===== src/rtl/tone_gen_pkg.sv =====
// Shared constants for the tone generator: LFSR geometry, seed and noise bit map.
package tone_gen_pkg;

   localparam int LFSR_BITS = 23;
   localparam logic [LFSR_BITS-1:0] LFSR_SEED = 23'h7FFFF8;
   localparam int LFSR_TAP_HI = 22;
   localparam int LFSR_TAP_LO = 17;

   // LFSR bits routed to noise[7:0], MSB first
   localparam int NOISE_MAP [8] = '{22, 20, 16, 13, 11, 7, 4, 2};

endpackage


===== src/rtl/tone_phase_accumulator_if.sv =====
// Frequency-word valid/ready handshake between a control source and a voice.
interface tone_phase_accumulator_if #(
   parameter int FREQ_BITS = 16
);
   logic [FREQ_BITS-1:0] freq_data;
   logic                 freq_valid;
   logic                 freq_ready;

   modport master (output freq_data, output freq_valid, input freq_ready);
   modport slave  (input freq_data, input freq_valid, output freq_ready);
endinterface


===== src/rtl/tone_phase_accumulator_noise_lfsr.sv =====
// 23-bit SID-style noise LFSR; exposes the eight tapped bits as an 8-bit noise sample.
module noise_lfsr
   import tone_gen_pkg::*;
(
   input  logic       clk,
   input  logic       rst_n,
   input  logic       step,
   input  logic       hold_seed,
   output logic [7:0] noise
);

   logic [LFSR_BITS-1:0] lfsr_q;

   // Seed load wins over a step so test mode always leaves a known state
   always_ff @(posedge clk or negedge rst_n) begin
      if (!rst_n)
         lfsr_q <= LFSR_SEED;
      else if (hold_seed)
         lfsr_q <= LFSR_SEED;
      else if (step)
         lfsr_q <= {lfsr_q[LFSR_BITS-2:0], lfsr_q[LFSR_TAP_HI] ^ lfsr_q[LFSR_TAP_LO]};
   end

   // Gather the scattered tap bits into the noise sample
   always_comb begin
      noise = '0;
      for (int i = 0; i < 8; i++)
         noise[7-i] = lfsr_q[NOISE_MAP[i]];
   end

endmodule


===== src/rtl/tone_phase_accumulator.sv =====
// Per-voice phase accumulator with double-buffered frequency word, hard sync,
// test/hold, MSB-rise/wrap pulses and an LFSR noise source.
module tone_phase_accumulator
   import tone_gen_pkg::*;
#(
   parameter int ACCUMULATOR_BITS = 24,
   parameter int FREQ_BITS        = 16,
   parameter int OUTPUT_BITS      = 12,
   parameter int NOISE_CLK_BIT    = 19
)(
   input  logic                        clk,
   input  logic                        rst_n,
   input  logic                        sample_tick,
   tone_phase_accumulator_if.slave     freq_bus,
   input  logic                        test,
   input  logic                        en_sync,
   input  logic                        sync_in,
   output logic [ACCUMULATOR_BITS-1:0] accumulator,
   output logic                        msb_rise,
   output logic                        wrap,
   output logic [OUTPUT_BITS-1:0]      noise_out
);

   localparam int MSB = ACCUMULATOR_BITS - 1;

   logic [1:0]                  rst_sync_q;
   logic                        rst_int_n;
   logic [ACCUMULATOR_BITS-1:0] acc_q, acc_d, inc;
   logic [ACCUMULATOR_BITS:0]   sum;
   logic [FREQ_BITS-1:0]        active_q, pend_q;
   logic                        pend_full_q, sync_pend_q, msb_rise_q, wrap_q;
   logic                        carry, sync_event, accept, lfsr_step;
   logic [7:0]                  noise8;

   // Reset asserts immediately but releases only on a clock edge
   always_ff @(posedge clk or negedge rst_n) begin
      if (!rst_n) rst_sync_q <= '0;
      else        rst_sync_q <= {rst_sync_q[0], 1'b1};
   end
   assign rst_int_n = rst_sync_q[1];

   assign freq_bus.freq_ready = !pend_full_q;
   assign accept     = freq_bus.freq_valid && !pend_full_q;
   assign sync_event = sync_pend_q || (sync_in && en_sync);

   // A buffered word is used by the very tick that promotes it
   assign inc = ACCUMULATOR_BITS'(pend_full_q ? pend_q : active_q);
   assign sum = {1'b0, acc_q} + {1'b0, inc};

   // Next phase: test and sync both zero the phase without adding
   always_comb begin
      acc_d = acc_q;
      carry = 1'b0;
      if (sample_tick) begin
         if (test || sync_event)
            acc_d = '0;
         else
            {carry, acc_d} = sum;
      end
   end

   assign lfsr_step = sample_tick && !test && !acc_q[NOISE_CLK_BIT] && acc_d[NOISE_CLK_BIT];

   // Phase register and the one-cycle edge pulses derived from each tick
   always_ff @(posedge clk or negedge rst_int_n) begin
      if (!rst_int_n) begin
         acc_q      <= '0;
         msb_rise_q <= 1'b0;
         wrap_q     <= 1'b0;
      end else begin
         acc_q      <= acc_d;
         msb_rise_q <= sample_tick && !acc_q[MSB] && acc_d[MSB];
         wrap_q     <= carry;
      end
   end

   // Frequency double buffer: accept only when empty, promote on tick
   always_ff @(posedge clk or negedge rst_int_n) begin
      if (!rst_int_n) begin
         active_q    <= '0;
         pend_q      <= '0;
         pend_full_q <= 1'b0;
      end else if (accept) begin
         pend_q      <= freq_bus.freq_data;
         pend_full_q <= 1'b1;
      end else if (sample_tick && pend_full_q) begin
         active_q    <= pend_q;
         pend_full_q <= 1'b0;
      end
   end

   // Sync latch: remembers an enabled sync pulse until the next tick
   always_ff @(posedge clk or negedge rst_int_n) begin
      if (!rst_int_n)            sync_pend_q <= 1'b0;
      else if (sample_tick)      sync_pend_q <= 1'b0;
      else if (sync_in && en_sync) sync_pend_q <= 1'b1;
   end

   noise_lfsr u_noise (
      .clk       (clk),
      .rst_n     (rst_int_n),
      .step      (lfsr_step),
      .hold_seed (sample_tick && test),
      .noise     (noise8)
   );

   generate
      if (OUTPUT_BITS > 8) begin : g_pad
         assign noise_out = {noise8, {(OUTPUT_BITS-8){1'b0}}};
      end else begin : g_nopad
         assign noise_out = noise8;
      end
   endgenerate

   assign accumulator = acc_q;
   assign msb_rise    = msb_rise_q;
   assign wrap        = wrap_q;

endmodule

===== src/flat_wrapper.sv =====
// flat-port wrapper written by rule: the top's interface ports become plain ports
module tone_phase_accumulator_flat import tone_gen_pkg::*;
#(
   parameter int ACCUMULATOR_BITS = 24,
   parameter int FREQ_BITS        = 16,
   parameter int OUTPUT_BITS      = 12,
   parameter int NOISE_CLK_BIT    = 19
)
  (clk, rst_n, sample_tick, test, en_sync, sync_in, accumulator, msb_rise, wrap, noise_out, freq_bus_freq_data, freq_bus_freq_valid, freq_bus_freq_ready);
  tone_phase_accumulator_if #(.FREQ_BITS(FREQ_BITS)) freq_bus_i ();
  input  logic clk;
  input  logic rst_n;
  input  logic sample_tick;
  input  logic test;
  input  logic en_sync;
  input  logic sync_in;
  output logic [ACCUMULATOR_BITS-1:0] accumulator;
  output logic msb_rise;
  output logic wrap;
  output logic [OUTPUT_BITS-1:0] noise_out;
  input wire logic [$bits(freq_bus_i.freq_data)-1:0] freq_bus_freq_data;
  input wire logic [$bits(freq_bus_i.freq_valid)-1:0] freq_bus_freq_valid;
  output wire logic [$bits(freq_bus_i.freq_ready)-1:0] freq_bus_freq_ready;
  assign freq_bus_i.freq_data = freq_bus_freq_data;
  assign freq_bus_i.freq_valid = freq_bus_freq_valid;
  assign freq_bus_freq_ready = freq_bus_i.freq_ready;
  tone_phase_accumulator #(.ACCUMULATOR_BITS(ACCUMULATOR_BITS), .FREQ_BITS(FREQ_BITS), .OUTPUT_BITS(OUTPUT_BITS), .NOISE_CLK_BIT(NOISE_CLK_BIT)) u_core (.clk(clk), .rst_n(rst_n), .sample_tick(sample_tick), .freq_bus(freq_bus_i), .test(test), .en_sync(en_sync), .sync_in(sync_in), .accumulator(accumulator), .msb_rise(msb_rise), .wrap(wrap), .noise_out(noise_out));
endmodule

===== config.mk =====
export PLATFORM = sky130hd
export DESIGN_NAME = tone_phase_accumulator_flat
export DESIGN_NICKNAME = d
export VERILOG_FILES = /design/src/rtl/tone_gen_pkg.sv /design/src/rtl/tone_phase_accumulator_if.sv /design/src/rtl/tone_phase_accumulator_noise_lfsr.sv /design/src/rtl/tone_phase_accumulator.sv /design/src/flat_wrapper.sv
export SDC_FILE = /design/constraint.sdc
export NUM_CORES = 1
export LEC_CHECK = 0
export BUFFER_PORTS_ARGS = -buffer_cell sky130_fd_sc_hd__buf_2
export CELL_PAD_IN_SITES_DETAIL_PLACEMENT = 1
export CELL_PAD_IN_SITES_GLOBAL_PLACEMENT = 2
export CORE_UTILIZATION = 40
export CTS_CLUSTER_SIZE = 14
export DETAILED_ROUTE_END_ITERATION = 7
export MAX_ROUTING_LAYER = met4
export PLACE_DENSITY = 0.86
export SYNTH_ARGS = -nofsm -noshare
export SYNTH_HDL_FRONTEND = slang
export SYNTH_SLANG_ARGS = --single-unit

===== constraint.sdc =====
create_clock -name clk -period 7.5 [get_ports clk]
set_input_delay 1.125 -clock clk [delete_from_list [all_inputs] [get_ports clk]]
set_output_delay 1.125 -clock clk [all_outputs]
set_load 0.02 [all_outputs]

; After elaboration in Yosys (flattened, before gate mapping)
; Index checks and enable logic that the tools add are counted.
[op_classes]
n_bitwise = 2
div = 0
n_eq_ne = 0
n_shift = 0
reduce_logical = 19
muxes = 11
add_sub_neg = 1
n_lt_le_gt_ge = 0
multipliers = 0
[op_table]
columns = op, count
row1 = 24-bit two-way mux, 2
row2 = 23-bit two-way mux, 2
row3 = 24-bit by 24-bit adder with 25-bit output, 1
row4 = 16-bit two-way mux, 1
row5 = 1-bit logical AND, 9
row6 = 1-bit two-way mux, 6
row7 = 2-bit nonzero test, 3
row8 = 1-bit zero test, 4
row9 = 1-bit logical OR, 2
row10 = 2-bit AND reduction, 1
row11 = 1-bit NOT, 1
row12 = 1-bit bitwise XOR, 1
[word_totals]
word_cells = 43
mem_bits_rw = 0
register_bits = 85
out_inout_bits = 39
input_bits = 23
mem_bits_ro = 0
n_memories = 0
latch_bits = 0

; Logic depth before layout (Yosys ltp)
[logic_depth]
ltp_word = 8
depth_mapped = 14
depth_no_buf = 11

; By module
; A second synthesis with hierarchy kept.
[hier_totals]
hier_cells = 374
area_unflattened_um2 = 4486.8
[by_module_without_submodules]
columns = mod, cells_per_inst, instances, seq_area_each_um2, area_per_inst_um2
row1 = tone_phase_accumulator, 290, 1, 1551.5, 3408.3
row2 = noise_lfsr, 84, 1, 600.6, 1078.5

; Worst setup path before layout
; No wires, ideal clock.
[synth_timing]
kind = reg2reg
start = reg u_core.pend_full_q
end = reg u_core.acc_q[20] (netlist: u_core.accumulator[20])
path_slack_ns = 4.452
required_ns = 7.375
period_less_slack_ns = 3.048
n_path_buf = 2
setup_time_ns = 0.125
path_stages_with_launch = 11
arrival_time_ns = 2.923
path_cell_list = dfrtp_1 clkbuf_1 buf_1 mux2_2 ha_1 a21oi_1 nor2_1 a2111oi_4 a21oi_1 nor2b_1 mux2_2
[synth_between]
elab_chain_len = 3
[synth_rtl]
columns = element, line
row1 = from (decl), tone_phase_accumulator.sv:31  ; logic pend_full_q, sync_pend_q, msb_rise_q, wrap_q;
row2 = from (signal assigned), tone_phase_accumulator.sv:82  ; pend_full_q <= 1'b0;
row3 = from (signal assigned), tone_phase_accumulator.sv:85  ; pend_full_q <= 1'b1;
row4 = from (signal assigned), tone_phase_accumulator.sv:88  ; pend_full_q <= 1'b0;
row5 = 16-bit two-way mux, tone_phase_accumulator.sv:47  ; assign inc = ACCUMULATOR_BITS'(pend_full_q ? pend_q : active_q);
row6 = 24-bit by 24-bit adder with 25-bit output, tone_phase_accumulator.sv:48  ; assign sum = {1'b0, acc_q} + {1'b0, inc};
row7 = 24-bit two-way mux, tone_phase_accumulator.sv:55  ; if (test || sync_event)
row8 = to (signal assigned), tone_phase_accumulator.sv:67  ; acc_q <= '0;
row9 = to (signal assigned), tone_phase_accumulator.sv:71  ; acc_q <= acc_d;
row10 = to (decl), tone_phase_accumulator.sv:28  ; logic [ACCUMULATOR_BITS-1:0] acc_q, acc_d, inc;
; No other way between the ends.
; A chain may end at the register's enable or synchronous reset.

; Worst setup path after layout
[layout_timing]
start = reg u_core.pend_full_q
end = reg u_core.u_noise.lfsr_q[3]
[layout_between]
elab_chain_len = 6
[layout_rtl]
columns = element, line
row1 = 16-bit two-way mux, tone_phase_accumulator.sv:47
row2 = 24-bit by 24-bit adder with 25-bit output, tone_phase_accumulator.sv:48
row3 = 24-bit two-way mux, tone_phase_accumulator.sv:55
row4 = 24-bit two-way mux, tone_phase_accumulator.sv:54  ; if (sample_tick) begin
row5 = 1-bit logical AND, tone_phase_accumulator.sv:62  ; assign lfsr_step = sample_tick && !test && !acc_q[NOISE_CLK_BIT] && acc_d[NOISE_CLK_BIT];
row6 = 2-bit nonzero test (no source line), --
row7 = to (signal assigned), tone_phase_accumulator_noise_lfsr.sv:21  ; lfsr_q <= {lfsr_q[LFSR_BITS-2:0], lfsr_q[LFSR_TAP_HI] ^ lfsr_q[LFSR_TAP_LO]};
row8 = to (decl), tone_phase_accumulator_noise_lfsr.sv:12  ; logic [LFSR_BITS-1:0] lfsr_q;
; No other way between the ends.

==> results.md <==
* Status: finished, final reports clean
* Starting Density at 41.4%
* Vias at 3276
* Worst Setup Start Kind: register
* Slew Viols, Final at 0
* Internal power at 1.05 mW
* Avg WL per Cell at 16.1 microns
* Clock skew at 0.0113 ns
* Die width at 108 microns
* Top-count cell post-synth: dfrtp_1
* DP Area at 4800 sq um
* Core area at 10900 sq um
* Post-Syn Instances at 436
* Post-CTS setup repair buffer count at 0
* Syn. warnings at 0
* Maximum vdd drop at 175 uV
* Top-area cell type share of the netlist area at 36.1%
* Slew @ Worst Pin at 1.10 ns
* Clock Pin Slew Worst Setup and Hold Paths at 0.09 ns
* Xor and xnor area share after synthesis at 2.53%
* Commonest cells in the netlist: dfrtp_1, nor2_1, mux2_2
* Synth area leaders: dfrtp_1, mux2_2, dfstp_2
* Die area at 11700 sq um
* Worst rel slew slack at 26.9%
* Register bit total from synthesis at 85
* Critical Path End Type: register
* NetSw at 0.641 mW
* Setup Viol. Count Final at 0
* Sequential power share at 37.3%
* Syn_area_per_cell at 10.3 sq um
* Mux cell area share after synthesis at 12.2%
* Number of global-route vias before repair at 3459
* Placement Rows at 38
* Compound-Gate Fraction of Synth Area at 15.1%
* GP Congestion at 0.855
* Final worst path period need at 3.95 ns
* F_max at 253 MHz
* CTS tree: yes
* Clock Tree Root: clkbuf_8
* # hold bufs at CTS at 0
* Crit path kind: reg2reg
* Clock Latency Late Sink at 0.38 ns
* Hold Crit Class: reg2reg
* Switching share of power at 38.0%
* Initial antenna violation count at 0
* Iteration-0 DRC count of the detailed router at 101
* Worst path required time at 7.80 ns
* Vias/cell at 5.28
* Layout cell share with drive strength beyond 1 at 32.0%
* Maximum fanout along the worst path at 30
* Asr flop ratio synth at 100%
* Distinct cells, synth at 55
* Router iterations before antenna repair at 4
* Chip height at 108 microns
* Global route overflow at 0
* I/O Buffers at 57
* Fin. Hold Viols at 0
* Post-route antenna net violation count at 0
* Clock Tree Buf Depth at 2
* Simple-gate share of the synthesized area at 11.0%
* Register area share after synthesis at 47.7%
* Layout area overhead at 11.2%
* Number of synthesized flops with an enable pin at 0
* Largest family of logic cells by synthesized area: compound AO/OA/AOI/OAI gates
* Combinational power share at 41.9%
* Residual DRC count at 0
* PwrDens at 337 nW/um^2
* H-Tree Depth at 3
* Synth area leader: dfrtp_1
* Final net count at 516
* Clock share of power at 20.8%
* Diode count at 0
* Sink Count at 85
* RSZ-0062 raised after global routing: false
* Arr. time, crit path at 4.25 ns
* Total negative slack at 0 ns
* Post-Route WL at 9970 microns
* Pin count of the biggest net entering global routing at 84
* Synthesized area at 4510 sq um
* Adder-Cell Fraction of Synth Area at 4.88%
* First-pass GRT wire length at 17100 microns
* Top Ports at 62
* Period utilization at 52.6%
* Post-DP HPWL at 6950 microns
* All-Layer GR Usage at 19.6%
* Cell leakage power at 2.21 nW
* Inserted Clock Buffers at 9
* Primary FF master, synth: dfrtp_1
* Resize count post-CTS at 0
* Post-route cell area at 5010 sq um
* MaxCap Viol Count at 0
[metal layers]
metal	up-vias	share of wire (%)	GRT usage, %
li1	1583	-	-
met1	1633	48	25.0
met2	44	48	30.1
met5	-	0	-
met3	16	2.7	4.16
met4	0	1.9	8.32
[final timing paths]
check | slack [ns] | from | endpoint | cells past startpoint
hold / removal | 0.37 | u_core.rst_sync_q[0]$_DFF_PN0_ | u_core.rst_sync_q[1]$_DFF_PN0_ | 0
setup reg to reg | 3.55 | u_core.pend_full_q$_DFFE_PN0P_ | u_core.u_noise.lfsr_q[3]$_DFFE_PN1P_ | 10
min in group asynchronous | 0.51 | rst_n | u_core.rst_sync_q[1]$_DFF_PN0_ | 1
hold reg to reg | 0.37 | u_core.rst_sync_q[0]$_DFF_PN0_ | u_core.rst_sync_q[1]$_DFF_PN0_ | 0
max in group asynchronous | 6.28 | u_core.rst_sync_q[1]$_DFF_PN0_ | u_core.pend_q[6]$_DFFE_PN0P_ | 0
setup / recovery | 3.55 | u_core.pend_full_q$_DFFE_PN0P_ | u_core.u_noise.lfsr_q[3]$_DFFE_PN1P_ | 10
[power by group through the flow]
stage / clock network [mW] / logic (mW) / registers (mW)
after global placement: 0 / 0.690 / 0.636
after floorplan: 0 / 0.524 / 0.651
after CTS: 0.365 / 0.714 / 0.632
after detailed placement: 0 / 0.706 / 0.639
final: 0.352 / 0.707 / 0.630
after global routing: 0.380 / 0.789 / 0.648
[logic make-up after synthesis]
family          Yosys count
other cells               2
buf+inv                  56
xor+xnor                 13
fa+ha+maj                17
simple gates            110
flops                    85
compound gates          104
mux                      49
[layout make-up]
class,instances,area (sq um)
Timing Repair Buffer,59,300
Sequential cell,85,2160
Clock buffer,14,206
Fill cell,1245,5870
Inverter,23,86.3
Clock inverter,2,10.0
Tap cell,140,175
Multi-Input combinational cell,298,2080
[placed cells by master (no fill, tap or decap), types with 10 or more instances in the layout]
cell      n
mux2_2   48
buf_2    57
nand2_1  21
dfstp_2  20
nand3_1  11
ha_1     16
o22ai_1  10
a21oi_1  40
o21ai_0  18
nor2_1   51
inv_1    23
dfrtp_1  64
[through the flow]
stage | power (mW) | setup slack, ns | cells | utilization (%) | hold slack, ns
6_report | 1.69 | 3.55 | 621 | 46.0 | 0.368
5_1_grt | 1.82 | 3.23 | 621 | 46.0 | 0.385
4_1_cts | 1.71 | 3.53 | 621 | 46.0 | 0.377
3_5_place_dp | 1.35 | 3.54 | 605 | 44.1 | 0.352
3_3_place_gp | 1.33 | 3.72 | 605 | 44.1 | 0.338
2_1_floorplan | 1.18 | 4.45 | 439 | - | 0.331
[state kept, by name (all words and copies together) (netlist names)]
signal,cells
u_core.accumulator,24
u_core.u_noise.lfsr_q,23
u_core.active_q,16
u_core.pend_q,16
u_core.rst_sync_q,2
u_core.msb_rise,1
u_core.pend_full_q,1
u_core.sync_pend_q,1
u_core.wrap,1
[worst max-delay path, cell delays in order, from the launching register on]
cell and delay, ns:
dfrtp_1 0.90, mux2_2 0.41, ha_1 0.39, and3_1 0.24, o2111ai_1 0.16, a2bb2oi_2 0.18
o22ai_2 0.19, nand4_1 0.61, buf_4 0.49, nor3_1 0.22, a21oi_1 0.07
Power figures use the tool's default switching activity.
